$ cat src/rtl/ppa_pkg.sv
// ----------------------------------------------------------------------------
// ppa_pkg
//   Shared types and elaboration-time helpers for the pipelined Kogge-Stone
//   adder (ppa_adder_pipe) and its black cell (ppa_gp_cell).
//
//   gp_t          one (generate, propagate) pair
//   clog2         ceil(log2(n)), number of prefix levels for a given width
//   cut_level     prefix level after which register cut k sits
//   cut_at_level  inverse lookup: which cut (if any) sits after a given level
//   gp_combine    black-cell operator (G,P)o(G',P') = (G|P&G', P&P')
// ----------------------------------------------------------------------------
package ppa_pkg;

    typedef struct packed {
        logic g;
        logic p;
    } gp_t;

    function automatic int clog2(input int n);
        int r;
        r = 0;
        while ((1 << r) < n) r++;
        return r;
    endfunction

    // Cut k (1..stages-1) follows prefix level floor(k*levels/(stages-1)).
    // The last cut always lands after the final level.
    function automatic int cut_level(input int k, input int levels, input int stages);
        if (stages < 2) return levels;
        return (k * levels) / (stages - 1);
    endfunction

    // Returns the cut index that sits right after 'lvl' completed levels,
    // or 0 when that boundary is purely combinational. Cut levels are strictly
    // increasing because stages-1 <= levels, so the answer is unique.
    function automatic int cut_at_level(input int lvl, input int levels, input int stages);
        int hit;
        hit = 0;
        for (int k = 1; k < stages; k++)
            if (cut_level(k, levels, stages) == lvl) hit = k;
        return hit;
    endfunction

    function automatic gp_t gp_combine(input gp_t hi, input gp_t lo);
        gp_t o;
        o.g = hi.g | (hi.p & lo.g);
        o.p = hi.p & lo.p;
        return o;
    endfunction

endpackage

$ cat src/rtl/ppa_gp_cell.sv
// ----------------------------------------------------------------------------
// ppa_gp_cell
//   One combinational Kogge-Stone black cell.
//   hi  (G,P) of the more significant span
//   lo  (G,P) of the adjacent less significant span
//   o   merged (G,P) covering both spans
// ----------------------------------------------------------------------------
module ppa_gp_cell
    import ppa_pkg::*;
(
    input  gp_t hi,
    input  gp_t lo,
    output gp_t o
);

    assign o = gp_combine(hi, lo);

endmodule

$ cat src/rtl/ppa_adder_pipe.sv
// ----------------------------------------------------------------------------
// ppa_adder_pipe
//   Pipelined parallel-prefix (Kogge-Stone) adder with valid/ready handshake.
//   {ov,w} = a + b + c  (or a + ~b + c when 'sub' is set in the PPA_SUB_EN build).
//
//   Parameters
//     WIDTH   operand / sum width (>= 2)
//     STAGES  register stages from accept to result, 1..clog2(WIDTH)+1
//
//   Ports
//     clk, rst_n          clock, asynchronous active-low reset
//     in_valid/in_ready   operand beat handshake
//     a, b, c             operands and carry-in
//     sub                 (PPA_SUB_EN only) invert b for this beat
//     out_valid/out_ready result beat handshake
//     w, ov, sovf         sum, carry-out, signed overflow
//
//   Build option: define PPA_SUB_EN to add the 'sub' input.
//
//   Stage 0 captures the generate/propagate vectors of the accepted operands.
//   Cut k (k>=1) captures the prefix tree after level cut_level(k). The final
//   carry chain and sum XOR are combinational after the last stage register.
// ----------------------------------------------------------------------------
module ppa_adder_pipe
    import ppa_pkg::*;
#(
    parameter int WIDTH  = 16,
    parameter int STAGES = 2
) (
    input  logic             clk,
    input  logic             rst_n,
    input  logic             in_valid,
    output logic             in_ready,
    input  logic [WIDTH-1:0] a,
    input  logic [WIDTH-1:0] b,
    input  logic             c,
`ifdef PPA_SUB_EN
    input  logic             sub,
`endif
    output logic             out_valid,
    input  logic             out_ready,
    output logic [WIDTH-1:0] w,
    output logic             ov,
    output logic             sovf
);

    localparam int L  = clog2(WIDTH);
    // Cut feeding the final sum; 0 means the tree output is used directly.
    localparam int KF = cut_at_level(L, L, STAGES);

    typedef struct packed {
        gp_t [WIDTH-1:0]  gp;  // prefix state at this cut
        logic [WIDTH-1:0] pp;  // bitwise propagate, needed for the sum XOR
        logic             c;   // carry-in, needed for sum bit 0
    } stage_t;

    logic [STAGES-1:0] vld_q;
    logic [STAGES:0]   load;
    logic [STAGES-1:0] stg_en;
    stage_t            stg_q  [STAGES];
    stage_t            stg_d  [STAGES];
    gp_t [WIDTH-1:0]   cut_gp [STAGES];
    gp_t [WIDTH-1:0]   gen_gp;
    gp_t [WIDTH-1:0]   lv0;
    gp_t [WIDTH-1:0]   fin;
    logic [WIDTH-1:0]  b_eff;
    logic [WIDTH:0]    cy;
    logic [WIDTH-1:0]  unused_fin_p;

    // ------------------------------------------------------------------
    // Operand conditioning and bitwise generate/propagate
    // ------------------------------------------------------------------
`ifdef PPA_SUB_EN
    assign b_eff = sub ? ~b : b;
`else
    assign b_eff = b;
`endif

    for (genvar i = 0; i < WIDTH; i++) begin : g_gen
        assign gen_gp[i].g = a[i] & b_eff[i];
        assign gen_gp[i].p = a[i] ^ b_eff[i];
    end

    assign cut_gp[0] = gen_gp;

    // ------------------------------------------------------------------
    // Flow control. A stage loads when it, or any stage downstream of it,
    // is empty, or when the consumer is taking the head beat. Writing it as
    // a reduction instead of a chain keeps bubbles collapsing in one cycle.
    // ------------------------------------------------------------------
    assign load[STAGES] = out_ready;
    for (genvar i = 0; i < STAGES; i++) begin : g_load
        assign load[i] = out_ready | ~(&vld_q[STAGES-1:i]);
    end

    assign in_ready  = load[0];
    assign out_valid = vld_q[STAGES-1];

    always_comb begin
        stg_en    = '0;
        stg_en[0] = in_valid & load[0];
        for (int k = 1; k < STAGES; k++)
            stg_en[k] = vld_q[k-1] & load[k];
    end

    always_ff @(posedge clk or negedge rst_n) begin
        if (!rst_n) begin
            vld_q <= '0;
        end else begin
            if (load[0]) vld_q[0] <= in_valid;
            for (int k = 1; k < STAGES; k++)
                if (load[k]) vld_q[k] <= vld_q[k-1];
        end
    end

    // ------------------------------------------------------------------
    // Stage payload registers. Payload only moves with a valid beat so
    // an idle input bus never disturbs a held result.
    // ------------------------------------------------------------------
    always_comb begin
        stg_d[0].gp = cut_gp[0];
        stg_d[0].pp = a ^ b_eff;
        stg_d[0].c  = c;
        for (int k = 1; k < STAGES; k++) begin
            stg_d[k].gp = cut_gp[k];
            stg_d[k].pp = stg_q[k-1].pp;
            stg_d[k].c  = stg_q[k-1].c;
        end
    end

    always_ff @(posedge clk or negedge rst_n) begin
        if (!rst_n) begin
            for (int k = 0; k < STAGES; k++) stg_q[k] <= '0;
        end else begin
            for (int k = 0; k < STAGES; k++)
                if (stg_en[k]) stg_q[k] <= stg_d[k];
        end
    end

    // ------------------------------------------------------------------
    // Prefix tree. The carry-in is folded into bit 0 as g[-1]=c, so after
    // the last level G[i] is directly the carry into bit i+1.
    // ------------------------------------------------------------------
    always_comb begin
        lv0    = stg_q[0].gp;
        lv0[0] = gp_combine(stg_q[0].gp[0], gp_t'{g: stg_q[0].c, p: 1'b0});
    end

    for (genvar j = 0; j < L; j++) begin : g_lvl
        localparam int K    = cut_at_level(j, L, STAGES);
        localparam int SPAN = 1 << j;
        gp_t [WIDTH-1:0] src;
        gp_t [WIDTH-1:0] nxt;

        if (K > 0) begin : g_from_reg
            assign src = stg_q[K].gp;
        end else if (j == 0) begin : g_from_fold
            assign src = lv0;
        end else begin : g_from_prev
            assign src = g_lvl[j-1].nxt;
        end

        for (genvar i = 0; i < WIDTH; i++) begin : g_bit
            if (i >= SPAN) begin : g_cell
                ppa_gp_cell u_cell (
                    .hi (src[i]),
                    .lo (src[i-SPAN]),
                    .o  (nxt[i])
                );
            end else begin : g_pass
                assign nxt[i] = src[i];
            end
        end
    end

    for (genvar k = 1; k < STAGES; k++) begin : g_cut
        localparam int CL = cut_level(k, L, STAGES);
        assign cut_gp[k] = g_lvl[CL-1].nxt;
    end

    if (KF > 0) begin : g_fin_reg
        assign fin = stg_q[KF].gp;
    end else begin : g_fin_comb
        assign fin = g_lvl[L-1].nxt;
    end

    // ------------------------------------------------------------------
    // Sum, carry-out and signed overflow
    // ------------------------------------------------------------------
    always_comb begin
        cy[0] = stg_q[STAGES-1].c;
        for (int i = 0; i < WIDTH; i++) begin
            cy[i+1]         = fin[i].g;
            unused_fin_p[i] = fin[i].p;
        end
    end

    assign w    = stg_q[STAGES-1].pp ^ cy[WIDTH-1:0];
    assign ov   = cy[WIDTH];
    assign sovf = cy[WIDTH] ^ cy[WIDTH-1];

endmodule

$ cat config.mk
export PLATFORM = sky130hd
export DESIGN_NAME = ppa_adder_pipe
export DESIGN_NICKNAME = d
export VERILOG_FILES = /design/src/rtl/ppa_pkg.sv /design/src/rtl/ppa_gp_cell.sv /design/src/rtl/ppa_adder_pipe.sv
export SDC_FILE = /design/constraint.sdc
export NUM_CORES = 1
export LEC_CHECK = 0
export ABC_AREA = 1
export CORE_MARGIN = 1.5
export CORE_UTILIZATION = 35
export CTS_CLUSTER_DIAMETER = 150
export CTS_CLUSTER_SIZE = 25
export DETAILED_ROUTE_END_ITERATION = 7
export DONT_BUFFER_PORTS = 1
export PLACE_DENSITY = 0.58
export RECOVER_POWER = 25
export SETUP_SLACK_MARGIN = 0.4
export SLEW_MARGIN = 20
export SYNTH_ARGS = -nofsm -noshare
export SYNTH_HDL_FRONTEND = slang
export SYNTH_SLANG_ARGS = --single-unit
$ cat constraint.sdc
create_clock -name clk -period 1.8 [get_ports clk]
set_clock_uncertainty 0.15 [all_clocks]
set_input_delay 0.36 -clock clk [delete_from_list [all_inputs] [get_ports clk]]
set_output_delay 0.36 -clock clk [all_outputs]
set_load 0.05 [all_outputs]
==> results by group <==
Logic synthesis
  • Synthesis-stage register bit count: 68
  • Simple logic cell fraction of the synthesized area: 17.27%
  • Largest family of logic cells by synthesized area: simple AND/OR/NAND/NOR gates
  • Mapped cell area: 3405 um^2
  • Mux cell area share after synthesis: 3.308%
  • Cell count after synthesis: 378
  • Top post-synthesis cells by area: dfrtp_1, nand2_1, ha_1
  • Compound-Gate Fraction of Synth Area: between 10% and 20%
  • Number of synthesized flops with an enable pin: 0
  • Yosys warnings: 0
  • Syn nets: 431
  • Most frequent cell after synthesis: nand2_1
  • Dominant synthesized flop cell: dfrtp_1
  • Synth Area in XOR/XNOR: 4.373%
  • Sequential area share after synthesis: 49.98%
  • Yosys top cell area share: 49.98%
  • Adder-cell share of the synthesized area: 5.880%
  • Yosys top cell by area: dfrtp_1
  • Syn avg cell area: around 9 um^2
  • Ys async rst share: between 90% and 100%
  • Most frequent cells after synthesis: nand2_1, dfrtp_1, nor2_1
  • Unique masters post-synth: 29

Global route
  • GR Overflow Total: 0
  • First-pass GRT wire length: ~13 mm
  • Total Routing Usage GR: roughly 17%
  • Number of global-route vias before repair: 2602
  • GRT met2 Usage: around a quarter
  • Largest net degree at the start of global routing: 69
  • GR Layer Usage met3: 4.210%
  • GR Util met1: 24.04%
  • Grt peak-use layer: met1
  • Initial antenna violation count: 0

Floorplan
  • Die ar.: 10330 um^2
  • Row count: 35
  • Core ar.: 9328 um^2
  • Die Width: 101.6 um
  • Die height: 101.6 um
  • IO Pins: between 50 and 60
  • Starting Density: 36.50%

Route
  • Detailed Route Iter0 Violations: 171
  • Routed len/inst: around 15 um
  • Vias/cell: 4.875
  • Drc violations: 0
  • Vias: between 2000 and 3000
  • DRT Wirelength: about 8.3 mm
  • Initial DRT Pass Iterations: 4
  • Remaining antenna violation count: 0

Timing
  • Minimum clock period: 1.836 ns
  • RSZ-0062 raised after global routing: true
  • Final hold vios: 68
  • Max-slew violations: 0
  • Setup violations, final: 1
  • Max Clk Rate: 0.5446 GHz
  • Final hold slack: -0.4541 ns
  • Slew headroom: 72.01%
  • Worst Max-Slew Pin Slew: approximately 0.42 ns
  • TNS Setup: -0.03631 ns
  • Fin crit share: 102.0%
  • Worst Setup Slack, final: -0.03631 ns

Setup path
  • Levels on crit path: 1
  • Delay-heaviest family, CP: flip-flops
  • Worst setup SP type: flop
  • Crit-path slowest cell: dfrtp_2
  • Critical path endpoint category: output pin
  • CP Cell Sequence: xor2_4
  • R2r worst-path depth: 6
  • Crit Path Class: flop to output pin
  • Critical path arrival: 1.33 ns
  • Data required, critical path: 1.29 ns
  • Critical path buffer and inverter count: 0
  • Max stage delay on crit path: between 0.5 and 0.6 ns
  • CP max FO: 3

Clock tree
  • Reg clk slew, reported paths: 0.08 ns
  • CTS Root Buffer Type: clkbuf_8
  • CTS H-tree depth: 3
  • CTS Buf Count: 9
  • CTS tree: done
  • Post-CTS Hold Fix Bufs: 1
  • Clock sink count: 68
  • Clk Latency, worst-skew pair: 0.35 ns
  • Max Root-Sink Buffers: 2

Min path
  • Min-Delay Path Class: input port to async pin

Final layout
  • Layout area overhead: 43.15%
  • Finished Layout Cells: 543
  • Fillers: 822
  • Ratio of cells with drive above 1 in the final layout: a little under half
  • Fin nets: approximately 460
  • Antenna diodes: 0

Power and ir drop
  • VDD IR max: 0.4975 mV
  • Psw: 0.003176 W
  • Seq pwr share: 36.9%
  • Sw Ratio: between 40 and 50%
  • PwrDens: 1428 nW/um^2
  • Logic pwr share: 43.1%
  • Clock share of power: 20.0%
  • Pint: between 0.003 and 0.004 W
  • Static Leak: between 2 and 2.5 nW

Run
  • Maxcap violations: 0

Outcome
  • Failing checks: negative hold slack, negative setup slack
  • Status: finished with violations

Place
  • Placed cell count: 502
  • DP HPWL: 5.292 mm
  • PortBufs: 0
  • GP Congestion: 0.8557
-- through the flow --
stage / power, W / setup slack, ns / instance area, um^2 / hold slack [ns] / util, %
after floorplan: 0.004527 / 0.1372 / 3761 / -0.08559 / -
after global placement: 0.004797 / 0.2002 / 3855 / -0.08216 / 41.33
after detailed placement: 0.004834 / 0.1908 / 3855 / -0.08369 / 41.33
after CTS: 0.006570 / -0.04786 / 4463 / -0.4706 / 47.85
after global routing: 0.007326 / -0.07522 / 4873 / -0.4809 / 52.25
final: 0.006960 / -0.03631 / 4873 / -0.4541 / 52.25
-- state kept, by name, indices dropped and copies added (netlist names) --
name       flops
vld_q          2
stg_q         17
stg_d         16
g_lvl.src     16
ov             1
cy            16
-- kinds of logic after synthesis --
family,after synthesis
compound gates,69
xor+xnor,17
fa+ha+maj,16
buf+inv,50
flops,68
mux,10
simple gates,148
-- final cells by class --
class                           instances  area (um^2)  share of cell area (%)
Clock buffer                           10        127.6                   2.619
Multi-Input combinational cell        261         2198                   45.11
Inverter                               37        151.4                   3.107
Timing Repair Buffer                   31        389.1                   7.985
Tap cell                              129        161.4                   3.312
Sequential cell                        68         1740                   35.71
Clock inverter                          6        88.84                   1.823
Timing Repair inverter                  1        16.27                  0.3338
-- power by group through the flow --
stage                     Combinational (W)  Sequential, W  Clock [W]
after floorplan                     0.00209        0.00243          0
after global placement              0.00230        0.00250          0
after detailed placement            0.00232        0.00252          0
after CTS                           0.00264        0.00253    0.00141
after global routing                0.00321        0.00262    0.00150
final                               0.00300        0.00257    0.00139
-- layer usage --
layer	share of wire [%]	vias to the layer above
li1	-	1289
met1	48	1267
met2	45	75
met3	4.6	16
met4	2.3	0
met5	0	-
-- layout by cell type (no fill, tap or decap), types with 7 or more instances in the layout --
cell type	instances
ha_1	16
buf_4	10
inv_1	33
nand2_4	21
dfrtp_2	31
xor2_4	17
mux2_2	9
dfrtp_1	37
a21oi_1	19
o21ai_2	7
clkbuf_8	9
nand2_2	28
a21oi_2	16
nand2_1	40
nor2_1	39
buf_6	11
o21ai_1	10
-- path summary, 6_finish.rpt --
path,from,end,slack [ns]
min in group clk,in_valid,vld_q[0],0.06
hold reg to reg,g_lvl[0].src[7],g_lvl[0].src[7],0.41
max in group asynchronous,rst_n,stg_d[14],1.82
setup reg to reg,vld_q[1],cy[15],0.31
setup / recovery,ov,sovf,-0.04
hold / removal,rst_n,stg_q[67],-0.45
-- timing repair --
item | 4_1_cts | 5_1_grt
setup endpoints to repair | 62 | 79
hold endpoints to repair | 69 | 68
pin swaps | 32 | 30
setup buffers | 11 | 8
resized for setup | 81 | 101
cloned | 5 | 0
Note: power is estimated with default switching activity, not from simulation.
